`config.mk`:
```
export PLATFORM = sky130hd
export DESIGN_NAME = syn_fgyrus_fft_cache_hst_arb
export DESIGN_NICKNAME = d
export VERILOG_FILES = /design/src/rtl/syn_fgyrus_fft_cache_hst_arb.sv
export SDC_FILE = /design/constraint.sdc
export NUM_CORES = 1
export LEC_CHECK = 0
export BUFFER_PORTS_ARGS = -buffer_cell sky130_fd_sc_hd__buf_4
export CELL_PAD_IN_SITES_DETAIL_PLACEMENT = 1
export CELL_PAD_IN_SITES_GLOBAL_PLACEMENT = 2
export CORE_ASPECT_RATIO = 0.8
export CORE_UTILIZATION = 23
export CTS_CLUSTER_DIAMETER = 100
export CTS_CLUSTER_SIZE = 12
export DETAILED_ROUTE_END_ITERATION = 10
export PLACE_DENSITY_LB_ADDON = 0.1
export SETUP_SLACK_MARGIN = 0.4
export SLEW_MARGIN = 15
export SYNTH_ARGS = -nofsm -noshare
export SYNTH_HDL_FRONTEND = slang
export SYNTH_SLANG_ARGS = --single-unit
```
`constraint.sdc`:
```
create_clock -name clk_ir -period 4.5 [get_ports clk_ir]
set_input_delay 0 -clock clk_ir [delete_from_list [all_inputs] [get_ports clk_ir]]
set_output_delay 0 -clock clk_ir [all_outputs]
set_load 0.01 [all_outputs]
```
`src/rtl/syn_fgyrus_fft_cache_hst_arb.sv`:
```
// rtl/syn_fgyrus_fft_cache_hst_arb.sv - two-requester round-robin arbiter for the FFT cache host port with ping-pong swap drain
//
// Ports:
//   clk_ir, rst_sync_l                 clock, synchronous active-low reset
//   lb_*  (req/wr/addr/wdata in,       local-bus requester: gnt accepts the held request,
//          gnt/rd_valid/rd_data out)   rd_valid/rd_data return its reads
//   vis_* (same as lb_*)               visualiser requester
//   hst_rd_en/wr_en/addr/wr_data out   registered cache host access, one cycle after acceptance
//   hst_rd_valid/rd_data in            cache host read return, P_RDELAY cycles after hst_rd_en
//   swap_req in, swap_ack out          ping-pong swap handshake with the FFT FSM
//   fft_done out                       one-cycle swap pulse to the cache
//   err_unexp_rd out                   sticky: read data returned with no tracked read
module syn_fgyrus_fft_cache_hst_arb #(
    parameter int P_DATA_W = 32,
    parameter int P_ADDR_W = 8,
    parameter int P_RDELAY = 2
) (
    input  logic                clk_ir,
    input  logic                rst_sync_l,
    input  logic                lb_req,
    input  logic                lb_wr,
    input  logic [P_ADDR_W-1:0] lb_addr,
    input  logic [P_DATA_W-1:0] lb_wdata,
    output logic                lb_gnt,
    output logic                lb_rd_valid,
    output logic [P_DATA_W-1:0] lb_rd_data,
    input  logic                vis_req,
    input  logic                vis_wr,
    input  logic [P_ADDR_W-1:0] vis_addr,
    input  logic [P_DATA_W-1:0] vis_wdata,
    output logic                vis_gnt,
    output logic                vis_rd_valid,
    output logic [P_DATA_W-1:0] vis_rd_data,
    output logic                hst_rd_en,
    output logic                hst_wr_en,
    output logic [P_ADDR_W-1:0] hst_addr,
    output logic [P_DATA_W-1:0] hst_wr_data,
    input  logic                hst_rd_valid,
    input  logic [P_DATA_W-1:0] hst_rd_data,
    input  logic                swap_req,
    output logic                swap_ack,
    output logic                fft_done,
    output logic                err_unexp_rd
);

    typedef enum logic [1:0] {
        ST_IDLE  = 2'd0,
        ST_DRAIN = 2'd1,
        ST_SWAP  = 2'd2
    } state_t;

    state_t              state;
    logic                last_vis;      // 1 = vis won the most recent grant
    logic [2:0]          rd_cnt;        // reads accepted but not yet returned
    logic                hst_src;       // source of the access on the host strobes, 1 = vis
    logic [P_RDELAY-1:0] tag_v;
    logic [P_RDELAY-1:0] tag_src;

    logic arb_open;
    logic acc;
    logic acc_wr;
    logic rd_acc;
    logic emerge_v;
    logic emerge_src;
    logic rd_dec;

    // swap_req wins over requests in IDLE so the drain starts with nothing new accepted
    assign arb_open = rst_sync_l && (state == ST_IDLE) && !swap_req;
    assign lb_gnt   = arb_open && lb_req && (!vis_req || last_vis);
    assign vis_gnt  = arb_open && vis_req && (!lb_req || !last_vis);

    assign acc    = lb_gnt || vis_gnt;
    assign acc_wr = vis_gnt ? vis_wr : lb_wr;
    assign rd_acc = acc && !acc_wr;

    assign emerge_v   = tag_v[P_RDELAY-1];
    assign emerge_src = tag_src[P_RDELAY-1];

    assign lb_rd_valid  = hst_rd_valid && emerge_v && !emerge_src;
    assign vis_rd_valid = hst_rd_valid && emerge_v && emerge_src;
    assign lb_rd_data   = hst_rd_data;
    assign vis_rd_data  = hst_rd_data;

    assign swap_ack = (state == ST_SWAP);
    assign fft_done = (state == ST_SWAP);

    // a stray return with nothing counted must not wrap the counter and stall the drain
    assign rd_dec = hst_rd_valid && (rd_cnt != 3'd0);

    always_ff @(posedge clk_ir) begin
        if (!rst_sync_l) begin
            state        <= ST_IDLE;
            last_vis     <= 1'b1;
            rd_cnt       <= 3'd0;
            hst_src      <= 1'b0;
            hst_rd_en    <= 1'b0;
            hst_wr_en    <= 1'b0;
            hst_addr     <= '0;
            hst_wr_data  <= '0;
            tag_v        <= '0;
            tag_src      <= '0;
            err_unexp_rd <= 1'b0;
        end else begin
            hst_rd_en <= rd_acc;
            hst_wr_en <= acc && acc_wr;
            if (acc) begin
                hst_addr    <= vis_gnt ? vis_addr : lb_addr;
                hst_wr_data <= vis_gnt ? vis_wdata : lb_wdata;
                hst_src     <= vis_gnt;
                last_vis    <= vis_gnt;
            end

            // tags enter with the read strobe so they surface with the cache return
            tag_v[0]   <= hst_rd_en;
            tag_src[0] <= hst_src;
            for (int i = 1; i < P_RDELAY; i++) begin
                tag_v[i]   <= tag_v[i-1];
                tag_src[i] <= tag_src[i-1];
            end

            case ({rd_acc, rd_dec})
                2'b10:   rd_cnt <= rd_cnt + 3'd1;
                2'b01:   rd_cnt <= rd_cnt - 3'd1;
                default: rd_cnt <= rd_cnt;
            endcase

            if (hst_rd_valid && !emerge_v) begin
                err_unexp_rd <= 1'b1;
            end

            case (state)
                ST_IDLE: begin
                    if (swap_req) begin
                        state <= ST_DRAIN;
                    end
                end
                ST_DRAIN: begin
                    // a write strobe still on the bus must land in the old buffer
                    if ((rd_cnt == 3'd0) && !hst_rd_en && !hst_wr_en) begin
                        state <= ST_SWAP;
                    end
                end
                ST_SWAP: begin
                    state <= ST_IDLE;
                end
                default: begin
                    state <= ST_IDLE;
                end
            endcase
        end
    end

endmodule

```
==> results of run 1 <==
routing by layer:
| metal | share of wire (%) | up-vias | global-route usage (%) |
|---|---|---|---|
| li1 | - | 1125 | - |
| met1 | 47 | 1099 | 16.7 |
| met2 | 41 | 107 | 19.3 |
| met3 | 11 | 13 | 4.57 |
| met4 | 0.67 | 0 | 3.17 |
| met5 | 0 | - | 0 |
through the flow:
stage          utilization [%]  power (W)  hold WS (ps)  cell area (sq um)  setup slack [ps]
3_5_place_dp              28.8   0.000863         0.101               3540              1910
5_1_grt                   30.3    0.00135        0.0226               3720              1680
3_3_place_gp              28.8   0.000863         0.101               3540              2000
2_1_floorplan                -   0.000778          90.0               2940              2180
4_1_cts                   30.3    0.00130         0.101               3720              1890
6_report                  30.3    0.00127       0.00417               3720              1950
power by group:
group	switching [W]	total, W	internal (W)
sequential	0.0000250	0.000545	0.000520
combinational	0.000135	0.000302	0.000167
clock	0.000172	0.000425	0.000252
kinds of logic after synthesis:
kind of cell | after synthesis | synth area share [%]
buffers and inverters | 97 | 22.8
adder cells (fa/ha/maj) | 2 | 1.11
XOR/XNOR | 2 | 0.597
AO/OA/AOI/OAI | 91 | 31.5
AND/OR/NAND/NOR | 34 | 7.08
flip-flops | 54 | 36.8
flip-flops by register name, indices dropped and copies added, names as in the netlist:
register      flops
last_vis          1
rd_cnt            3
hst_wr_data      32
hst_wr_en         1
hst_src           1
state             2
tag_v             2
err_unexp_rd      1
hst_addr          8
tag_src           2
hst_rd_en         1
Yosys cell counts:
master,count,share of area [%]
sky130_fd_sc_hd__buf_2,2,0.34
sky130_fd_sc_hd__inv_2,1,0.13
sky130_fd_sc_hd__nor2_8,1,0.68
sky130_fd_sc_hd__o211ai_1,1,0.26
sky130_fd_sc_hd__nor3_2,1,0.34
sky130_fd_sc_hd__a21bo_1,1,0.34
sky130_fd_sc_hd__nor3_1,2,0.34
sky130_fd_sc_hd__dfxtp_1,54,37
sky130_fd_sc_hd__a21oi_1,1,0.17
sky130_fd_sc_hd__and2_1,7,1.5
sky130_fd_sc_hd__o221a_1,40,15
sky130_fd_sc_hd__and3_1,1,0.21
sky130_fd_sc_hd__buf_6,8,3.1
sky130_fd_sc_hd__o32ai_1,1,0.30
sky130_fd_sc_hd__o32a_1,40,14
sky130_fd_sc_hd__nor2b_1,4,0.85
sky130_fd_sc_hd__nor2_1,6,0.77
sky130_fd_sc_hd__nand2b_1,2,0.43
sky130_fd_sc_hd__a21boi_1,1,0.26
sky130_fd_sc_hd__o21a_1,1,0.26
sky130_fd_sc_hd__fa_1,1,0.68
sky130_fd_sc_hd__or3_1,1,0.21
sky130_fd_sc_hd__inv_1,3,0.38
sky130_fd_sc_hd__xor2_1,1,0.30
sky130_fd_sc_hd__clkbuf_1,18,2.3
sky130_fd_sc_hd__o21ai_0,2,0.34
sky130_fd_sc_hd__o21ai_1,2,0.34
sky130_fd_sc_hd__buf_4,65,17
sky130_fd_sc_hd__xnor2_1,1,0.30
sky130_fd_sc_hd__ha_1,1,0.43
sky130_fd_sc_hd__or4b_4,1,0.47
sky130_fd_sc_hd__nand2_1,4,0.51
sky130_fd_sc_hd__nand3_1,3,0.51
sky130_fd_sc_hd__o21ai_2,1,0.30
sky130_fd_sc_hd__nor3b_1,1,0.26
critical path, cell delays in order, from the launching register on:
cell and delay (ps):
sky130_fd_sc_hd__dfxtp_1 450, sky130_fd_sc_hd__a21bo_1 150, sky130_fd_sc_hd__buf_4 380, sky130_fd_sc_hd__o32ai_1 190, sky130_fd_sc_hd__nand2_1 110, sky130_fd_sc_hd__ha_1 180, sky130_fd_sc_hd__inv_1 60, sky130_fd_sc_hd__fa_1 380
sky130_fd_sc_hd__xor2_1 160, sky130_fd_sc_hd__or3_1 310, sky130_fd_sc_hd__a21boi_1 130
area by class of cell:
type / instances / share of cell area, %
clock buffer: 8 / 4.47
inverter: 4 / 0.403
multi-input combinational: 129 / 32.0
sequential: 54 / 29.0
tap: 171 / 5.75
timing repair buffer: 140 / 28.4
path summary, 6_finish.rpt:
check	from	cells past startpoint	endpoint
setup / recovery	last_vis	10	rd_cnt[2]
hold / removal	hst_rd_data[3]	0	lb_rd_data[3]
setup reg to reg	last_vis	10	rd_cnt[2]
hold reg to reg	tag_v[0]	1	tag_v[1]
repair_timing:
item	CTS	global route
setup endpoints to repair	0	0
setup buffers	0	0
hold buffers	2	0
hold endpoints to repair	1	0
==> results by stage, run 1 <==
Clock tree:
- The buffer cell driving the clock tree root is sky130_fd_sc_hd__clkbuf_16.
- In this run, post-CTS repair resized a total of 0 instances.
- Clock-pin slew was measured on the worst setup and hold paths at ~70 ps.
- Buffers inserted during clock tree synthesis total 5.
- The clock passes through at most 2 buffers.
- Clock latency on the worst-skew pair, taken at its later pin, is approximately 290 ps.
- The H-tree was split into 2 levels.
- The number of clock sinks seen by CTS is 54.
- The TritonCTS clock tree is done.

Floorplanning:
- Row generation in the floorplan step produced 36 rows.
- The die outline area is between 0.01 and 0.015 sq mm.
- Measured along the y axis, the die boundary spans a little over 100 microns.
- The floorplan step set the die width to 128 microns.
- The area of the core is approximately 0.012 sq mm.
- The starting density of the core is 23.9%.
- The I/O pin count is 233.

Global route:
- The via count of the first global-routing pass is around 2,400.
- The wire length of the first global-routing pass is ~13 mm.
- The initial antenna violation count came to 0.
- Entering global routing, the biggest net connects 52 pins.
- The total overflow left after global routing is 0.
- The total routing resource utilization after global routing is between 10% and 20%.

Drt:
- The wire length per cell after detailed routing is ~17 microns.
- The first-pass detailed-route iteration total is 4.
- The number of nets with antenna violations after detailed routing is 0.
- The number of vias per cell after detailed routing is approximately 4.6.
- The total via count after detailed routing is ~2,300.
- The total wire length is approximately 8.4 mm.
- The DRC violation total after the first TritonRoute iteration is 81.
- After detailed routing, the number of remaining DRC violations is 0.

Synth:
- The portion of the post-synthesis area used by sequential elements is between 30% and 40%.
- The number of nets handed over by synthesis was approximately 400.
- The average instance in the mapped netlist occupies approximately 10 sq um.
- The count of distinct cell types in the synthesized netlist is 35.
- The number of warnings printed during yosys synthesis is 0.
- The synthesized instance count is 280.
- Counting flops and latches in the post-synthesis netlist gives 54.
- The mapped netlist covers 0.00294 sq mm.

Timing:
- For the finished layout, the period the worst path requires is roughly 2500 ps.
- The setup TNS is 0 ps.
- The final hold violation count came to 0.
- The highest attainable clock frequency is between 0.3 and 0.4 GHz.
- The worst clock skew is 5.45 ps.
- The final clock period utilization by the worst path is between 50 and 60%.
- At the pin with the least slew margin, the transition time is around 800 ps.
- The final max-slew violation count came to 0.
- Setup repair after global routing left no endpoint under its margin.
- In this run the tightest slew margin relative to its limit is between 40% and 50%.
- The number of setup violations in the final report is 0.

Critical path:
- The worst setup path is captured at a flop.
- Setup slack on the worst reg-to-reg path comes out at about 2000 ps.
- STA classifies the critical path startpoint as a flop.
- The worst setup path is of the flop to flop kind.
- The highest fanout seen on the critical path is 43.
- At the worst endpoint, the required time is 4720 ps.
- The data arrival time of the worst path is approximately 2800 ps.

Worst hold path:
- The kind of path behind the tightest hold check is input port to output pin.

Placed design:
- The final HPWL from detailed placement is around 5.5 mm.
- In this run, placement finished with an instance count of slightly below 500.
- The weighted congestion reported at the end of routability-driven placement is between 0.6 and 0.7.
- Port buffering added roughly 140 buffers.

Finish:
- The library cell used most frequently in the layout, excluding fill and tap cells, is sky130_fd_sc_hd__buf_4.
- From synthesis to final layout, the design area changed by 26.9%.
- The number of inserted filler cells in the final layout is ~1,400.
- 0 antenna diodes ended up in the layout.
- Registers take about 0.0011 sq mm.
- The layout net count is between 400 and 500.
- For this run, the number of standard cells in the final layout without fillers is 506.
- The top cell types in the final layout, fill and taps aside, are sky130_fd_sc_hd__buf_4 (138), sky130_fd_sc_hd__dfxtp_1 (54), sky130_fd_sc_hd__o32a_1 (40), sky130_fd_sc_hd__o221a_1 (40), sky130_fd_sc_hd__and2_1 (7).
- The area of combinational cells with multiple inputs is 0.00119 sq mm.
- The share of post-route cells with drive strength above 1 is between 40% and 50%.

Power:
- IR analysis of the VDD net gives a maximum drop of 0.000134 V.
- The total power density per cell area is 342 mW/mm^2.
- The reported leakage power is 1.53 nW.

Status:
- The run finished with clean final reports.

Flow run:
- The max-capacitance violation count is 0.
Power figures use the tool's default switching activity.
==> inputs of run 2 (changes only) <==
--- a/config.mk
+++ b/config.mk
@@ -9,7 +9,7 @@
 export CELL_PAD_IN_SITES_DETAIL_PLACEMENT = 1
 export CELL_PAD_IN_SITES_GLOBAL_PLACEMENT = 2
 export CORE_ASPECT_RATIO = 0.8
-export CORE_UTILIZATION = 23
+export CORE_UTILIZATION = 19
 export CTS_CLUSTER_DIAMETER = 100
 export CTS_CLUSTER_SIZE = 12
 export DETAILED_ROUTE_END_ITERATION = 10
==> constraint.sdc (replaced) <==
create_clock -name clk_ir -period 2.3 [get_ports clk_ir]
set_input_delay 0 -clock clk_ir [delete_from_list [all_inputs] [get_ports clk_ir]]
set_output_delay 0 -clock clk_ir [all_outputs]
set_load 0.01 [all_outputs]
==> run 2 against run 1 <==
Against the previous run:
- utilization shrank 4.6 points
- setup slack got worse by 1500 ps
- clock-buffer cell count shrank 2
- wire length increased by 7.5%
- maximum frequency up 36%
- flip-flop and latch count did not move
- hold slack about the same
- final cell count grew 9.1%
- first-iteration DRC count grew 25%
- design area rose by 3.9%
- critical path type unchanged
- highest routed layer unchanged
==> results by stage, run 2 (same netlist as run 1, synthesis figures left out) <==
Timing:
- The minimum period implied by the final worst setup slack is 1870 ps (-674 ps).
- The final worst hold slack is 0.00560 ps (+0.00144 ps).
- The worst clock skew is 6.65 ps (+1.20 ps).
- The final clock period utilization by the worst path came to 81.5% (+25 points).
- Setup repair after global routing could not meet its margin everywhere.
- The highest attainable clock frequency came to 0.534 GHz (+36%).
- The pin slew with the least headroom to its limit was 510 ps (-291 ps).
- The setup TNS came to 0 ps (unchanged).
- The final hold violation count is 0 (unchanged).
- The number of setup violations in the final report is 0 (unchanged).
- The normalized max-slew margin was 66.0% (+19 points).
- The final max-slew violation count is 0 (unchanged).
- The minimum setup slack in the final design is 426 ps (-1530 ps).

Finish:
- The layout net count is 464 (+1.8%).
- The share of the core filled with cells is 25.7% (-4.6 points).
- The most common cell after layout, fill and taps aside is sky130_fd_sc_hd__buf_4.
- The share of post-route cells with drive strength above 1 came to 47.7% (+2.3 points).
- Compared with the post-synthesis result, the final layout area differs by 31.8%.
- The top register by number of flip-flops is hst_wr_data.
- The count of antenna diodes in the layout was 0 (unchanged).
- The library cells used most frequently in the layout, excluding fill and tap cells, are sky130_fd_sc_hd__buf_4 (144), sky130_fd_sc_hd__dfxtp_1 (53), sky130_fd_sc_hd__o32a_1 (40), sky130_fd_sc_hd__o221a_1 (40), sky130_fd_sc_hd__and2_1 (7).
- The number of flip-flops under the largest register name is 32 (unchanged).
- The largest registers in the layout are hst_wr_data (32), hst_addr (8), rd_cnt (3).

Clock tree:
- The number of levels the H-tree was split into was 2 (unchanged).
- The clock buffer count from CTS is 5 (unchanged).
- The number of clock sinks seen by CTS is 54 (unchanged).
- TritonCTS built the clock tree.
- The buffer cell driving the clock tree root is sky130_fd_sc_hd__clkbuf_16.
- The buffer depth of the longest clock path was 2 (unchanged).
- The clock latency reported for the late side of the worst-skew pair is 290 ps (about the same).
- The clock slew at the register clock pins of the worst setup and hold paths is 70 ps (about the same).

Global route:
- The initial antenna violation count is 0 (unchanged).
- The maximum number of pins on one net before global-route repair is 44 (-15%).
- The via count of the first global-routing pass is 2,603 (+6.9%).
- The total routing resource utilization after global routing came to 11.4% (-1.2 points).
- The wire length of the first global-routing pass is 14.1 mm (+8.7%).
- The sum of overflow across all layers after global routing is 0 (unchanged).

Power:
- The worst-case vdd ir drop is 0.000264 V (+96%).
- The total power density per cell area is 666 mW/mm^2 (+95%).
- The overall power of the completed layout came to 0.00258 W (+100%).
- The reported leakage power is 1.56 nW (+2.3%).

Critical path:
- The type of element capturing the critical path is a flop.
- Grouping stages by cell kind, the critical path spends the most delay in adder cells.
- The critical path's largest stage delay came to 370 ps (-80 ps).
- The signal on the critical path passes through a21bo_1, o32ai_2, nand2_1, ha_2, inv_1, fa_2, xor2_1, or3_1, a21boi_1.
- The highest fanout seen on the critical path is 3 (-93%).
- The worst setup path is of the flop to flop kind.
- The worst-case register-to-register setup slack is 430 ps (-1530 ps).
- The total buffers and inverters traversed by the critical path was 1 (-1).
- The type of element launching the critical path is a flop.
- The data arrival time of the worst path is 2100 ps (-670 ps).
- The critical path required time is 2520 ps (-2200 ps).
- The highest-delay cell along the critical path is sky130_fd_sc_hd__dfxtp_4.

Placed design:
- The weighted congestion reported at the end of routability-driven placement was 0.645 (+1.4%).
- The number of port buffers is 136 (unchanged).
- The final HPWL from detailed placement is 6.11 mm (+10%).
- The worst slack at placement is 381 ps (-1530 ps).

Drt:
- The number of nets with antenna violations after detailed routing was 0 (unchanged).
- The number of vias per cell after detailed routing came to 4.36 (-5.9%).
- The first-pass detailed-route iteration total came to 4 (unchanged).
- The total via count after detailed routing is 2,406 (+2.6%).
- The total wire length is 9.00 mm (+7.5%).
- The DRC violation total after the first TritonRoute iteration is 101 (+25%).
- The number of remaining DRC errors came to 0 (unchanged).
- The wire length per cell after detailed routing is 16.3 microns (-1.5%).

Worst hold path:
- The worst hold path belongs to the class input port to output pin.

Floorplanning:
- The I/O pin count came to 233 (unchanged).
- The die boundary width came to 141 microns (+9.9%).
- The total number of placement rows came to 40 (+11%).
- The area of the core was 0.0151 sq mm (+23%).
- The starting density of the core is 19.5% (-4.4 points).
- The die outline area came to 0.0160 sq mm (+21%).
- The vertical die dimension is 113 microns (+9.8%).

Flow run:
- The max-capacitance violation count was 0 (unchanged).

Status:
- The run finished with clean final reports.
-- run 2: where the power goes --
part | total, W | internal [W] | switching (W)
combinational | 0.000624 | 0.000345 | 0.000278
clock | 0.000891 | 0.000539 | 0.000352
sequential | 0.00106 | 0.00102 | 0.0000475
total | 0.00258 | 0.00190 | 0.000678
-- run 2: per-stage QoR --
step           instance area (sq um)  instances
2_1_floorplan                   2980        280
3_3_place_gp                    3640        540
3_5_place_dp                    3640        540
4_1_cts                         3860        552
5_1_grt                         3870        552
6_report                        3870        552
-- run 2: path summary, 6_finish.rpt --
check,cells past startpoint,from,end
max reg2reg,9,last_vis,rd_cnt[2]
min,0,hst_rd_data[20],vis_rd_data[20]
min reg2reg,1,tag_v[0],tag_v[1]
max,9,last_vis,rd_cnt[2]
-- run 2: routing by layer --
| layer | vias up | global-route usage [%] | routed length [microns] |
|---|---|---|---|
| met5 | - | 0 | 0 |
| met4 | 0 | 3.62 | 123 |
| met3 | 16 | 3.64 | 626 |
| met2 | 96 | 18.6 | 4030 |
| met1 | 1154 | 14.3 | 4230 |
| li1 | 1140 | - | - |
-- run 2: layout make-up --
cell class,instances,area [sq um]
Timing Repair Buffer,148,1120
Fill cell,1734,11200
Clock buffer,6,139
Inverter,4,15.0
Multi-Input combinational cell,129,1220
Sequential cell,54,1080
Tap cell,210,263
Clock inverter,1,30.0
-- run 2: timing repair --
item	in CTS	in global routing
setup buffers	1	0
setup endpoints to repair	1	2
resized for setup	1	3
pin swaps	0	0
hold buffers	4	0
endpoints found under the hold margin	1	0
==> inputs of run 3 (changes only) <==
==> constraint.sdc (replaced) <==
create_clock -name clk_ir -period 1.6 [get_ports clk_ir]
set_input_delay 0 -clock clk_ir [delete_from_list [all_inputs] [get_ports clk_ir]]
set_output_delay 0 -clock clk_ir [all_outputs]
set_load 0.01 [all_outputs]
==> run 3 against run 2 <==
Against the previous run:
- setup slack got worse by 690 ps
- the run now ends with setup timing left
- hold slack about the same
- wire length increased by 15%
- highest routed layer unchanged
- critical endpoint unchanged
- register-to-register slack got worse by 690 ps
- critical path depth unchanged
- total power increased by 51%
- first-iteration DRC count decreased by 8.9%
- design area increased by 15%
- largest power group unchanged
==> results by stage, run 3 (same netlist as run 1, synthesis figures left out) <==
Status:
- The flow ran to the end, but the final reports show violations.
- The final reports fail on setup timing.

Critical path:
- STA classifies the critical path startpoint as a flop.
- The data arrival time of the worst path is 2090 ps (about the same).
- The critical path required time is 1820 ps (-700 ps).
- The highest fanout seen on the critical path was 3 (unchanged).
- The critical path is of the flop to flop type.
- The worst setup path is captured at a flop.

Finish:
- The number of flip-flops under the largest register name came to 32 (unchanged).
- Leaving out fill and tap cells, the most frequent cells in the layout are sky130_fd_sc_hd__buf_4 (147), sky130_fd_sc_hd__dfxtp_1 (51), sky130_fd_sc_hd__o32a_1 (40), sky130_fd_sc_hd__o221a_1 (40), sky130_fd_sc_hd__buf_6 (11).
- The library cell used most frequently in the layout, excluding fill and tap cells, is sky130_fd_sc_hd__buf_4.
- The layout net count is 495 (+6.7%).
- The final non-filler cell total is 584 (+5.8%).
- In the final layout, the registers with the most flip-flops are hst_wr_data (32), hst_addr (8), rd_cnt (3).
- The number of inserted filler cells in the final layout is 1,711 (-1.3%).
- Compared with the post-synthesis result, the final layout area differs by 50.9%.
- The share of post-route cells with drive strength above 1 is 53.5% (+5.8 points).
- hst_wr_data holds more flip-flops than any other register.
- The count of antenna diodes in the layout is 0 (unchanged).

Power:
- The total power density per cell area is 878 mW/mm^2 (+32%).
- The worst-case vdd ir drop is 0.000391 V (+48%).
- The reported leakage power is 1.83 nW (+17%).

Global route:
- The sum of overflow across all layers after global routing is 0 (unchanged).
- The initial antenna violation count is 0 (unchanged).
- The maximum number of pins on one net before global-route repair is 44 (unchanged).
- The wire length of the first global-routing pass was 15.5 mm (+9.7%).
- The via count of the first global-routing pass was 2,589 (-0.54%).
- The total routing resource utilization after global routing is 12.8% (+1.4 points).

Placed design:
- The number of cells in the design after placement is 552 (+2.2%).
- The final HPWL from detailed placement is 6.22 mm (+1.8%).
- The weighted congestion reported at the end of routability-driven placement came to 0.644 (-0.22%).
- The number of port buffers is 136 (unchanged).

Clock tree:
- The clock buffer count from CTS is 5 (unchanged).
- The number of levels the H-tree was split into came to 2 (unchanged).
- The clock latency reported for the late side of the worst-skew pair was 290 ps (about the same).
- The buffer depth of the longest clock path was 2 (unchanged).
- TritonCTS built the clock tree.
- The clock slew at the register clock pins of the worst setup and hold paths is 70 ps (about the same).
- The root buffer cell chosen for the clock tree is sky130_fd_sc_hd__clkbuf_16.
- The number of clock sinks seen by CTS is 54 (unchanged).

Drt:
- The number of vias per cell after detailed routing was 4.32 (-0.80%).
- The number of remaining DRC errors came to 0 (unchanged).
- The total via count after detailed routing came to 2,525 (+4.9%).
- The total wire length came to 10.4 mm (+15%).
- The number of nets with antenna violations after detailed routing is 0 (unchanged).
- The first-pass detailed-route iteration total is 4 (unchanged).
- The wire length per cell after detailed routing came to 17.7 microns (+8.7%).
- The DRC violation total after the first TritonRoute iteration was 92 (-8.9%).

Timing:
- The minimum setup slack in the final design is -262 ps (-689 ps).
- Setup repair after global routing could not meet its margin everywhere.
- The normalized max-slew margin is 64.2% (-1.7 points).
- The final hold violation count is 0 (unchanged).
- The final clock period utilization by the worst path came to 116% (+35 points).
- The number of setup violations in the final report came to 47 (+47).
- The highest attainable clock frequency came to 0.537 GHz (+0.62%).
- The minimum period implied by the final worst setup slack was 1860 ps (-11.5 ps).
- The final max-slew violation count is 0 (unchanged).
- The pin slew with the least headroom to its limit was 536 ps (+26.1 ps).
- The setup TNS came to -6410 ps (-6410 ps).
- The worst clock skew is 4.54 ps (-2.12 ps).

Floorplanning:
- The die outline area was 0.0160 sq mm (unchanged).
- The die boundary width is 141 microns (unchanged).
- The starting density of the core is 19.5% (unchanged).
- The I/O pin count is 233 (unchanged).
- The total number of placement rows came to 40 (unchanged).
- The vertical die dimension is 113 microns (unchanged).
- The area of the core is 0.0151 sq mm (unchanged).

Flow run:
- The max-capacitance violation count is 0 (unchanged).

Worst hold path:
- In this run the worst hold path is classified as input port to output pin.
## run 3: what timing repair did
| action | 4_1_cts | 5_1_grt |
|---|---|---|
| resized for setup | 26 | 7 |
| hold buffers | 3 | 0 |
| setup buffers | 9 | 2 |
| setup endpoints to repair | 48 | 48 |
| gates cloned | 8 | 2 |
| pin swaps | 6 | 4 |
| endpoints found under the hold margin | 2 | 0 |
## run 3: path summary, 6_finish.rpt
check / slack, ps / start / end / cells past startpoint
max reg2reg: -260 / last_vis / rd_cnt[2] / 9
max: -260 / last_vis / rd_cnt[2] / 9
min: 0.005 / hst_rd_data[25] / vis_rd_data[25] / 0
min reg2reg: 440 / tag_v[0] / tag_v[1] / 1
## run 3: cell type report
type	instances	area [sq um]	area share, %
clock buffers	7	143	3.22
clock inverters	1	5.00	0.113
inverters	4	15.0	0.339
multi-input cells	129	1240	28.0
flip-flops and latches	54	1090	24.5
well taps	210	263	5.93
repair buffers	179	1680	37.9
## run 3: through the flow
stage / instance area, sq um / total power (W) / setup WS (ps) / utilization, % / hold slack, ps
2_1_floorplan: 3000 / 0.00222 / -389 / - / 90.0
3_3_place_gp: 3790 / 0.00256 / -181 / 25.2 / 0.106
3_5_place_dp: 3790 / 0.00256 / -253 / 25.2 / 0.106
4_1_cts: 4340 / 0.00395 / -273 / 28.8 / 0.106
5_1_grt: 4430 / 0.00412 / -389 / 29.4 / 0.0227
6_report: 4430 / 0.00389 / -262 / 29.4 / 0.00520
## run 3: per-layer routing
| metal | global-route usage [%] | up-vias | routed length (microns) |
|---|---|---|---|
| met1 | 17.6 | 1197 | 4940 |
| li1 | - | 1204 | - |
| met2 | 19.3 | 112 | 4470 |
| met5 | 0 | - | 0 |
| met3 | 4.15 | 12 | 857 |
| met4 | 2.97 | 0 | 77 |
## run 3: critical path, cell delays in order (launching register included)
cell and delay, ps:
sky130_fd_sc_hd__dfxtp_4 370, sky130_fd_sc_hd__a21bo_1 150, sky130_fd_sc_hd__o32ai_2 90, sky130_fd_sc_hd__nand2_1 100, sky130_fd_sc_hd__ha_4 140, sky130_fd_sc_hd__inv_2 30, sky130_fd_sc_hd__fa_2 330, sky130_fd_sc_hd__xor2_1 160
sky130_fd_sc_hd__or3_1 300, sky130_fd_sc_hd__a21boi_1 120
## run 3: power breakdown
| part | switching (W) | total (W) | internal (W) |
|---|---|---|---|
| logic | 0.000505 | 0.00125 | 0.000742 |
| registers | 0.0000650 | 0.00153 | 0.00146 |
| clock network | 0.000493 | 0.00112 | 0.000623 |
| total | 0.00106 | 0.00389 | 0.00283 |
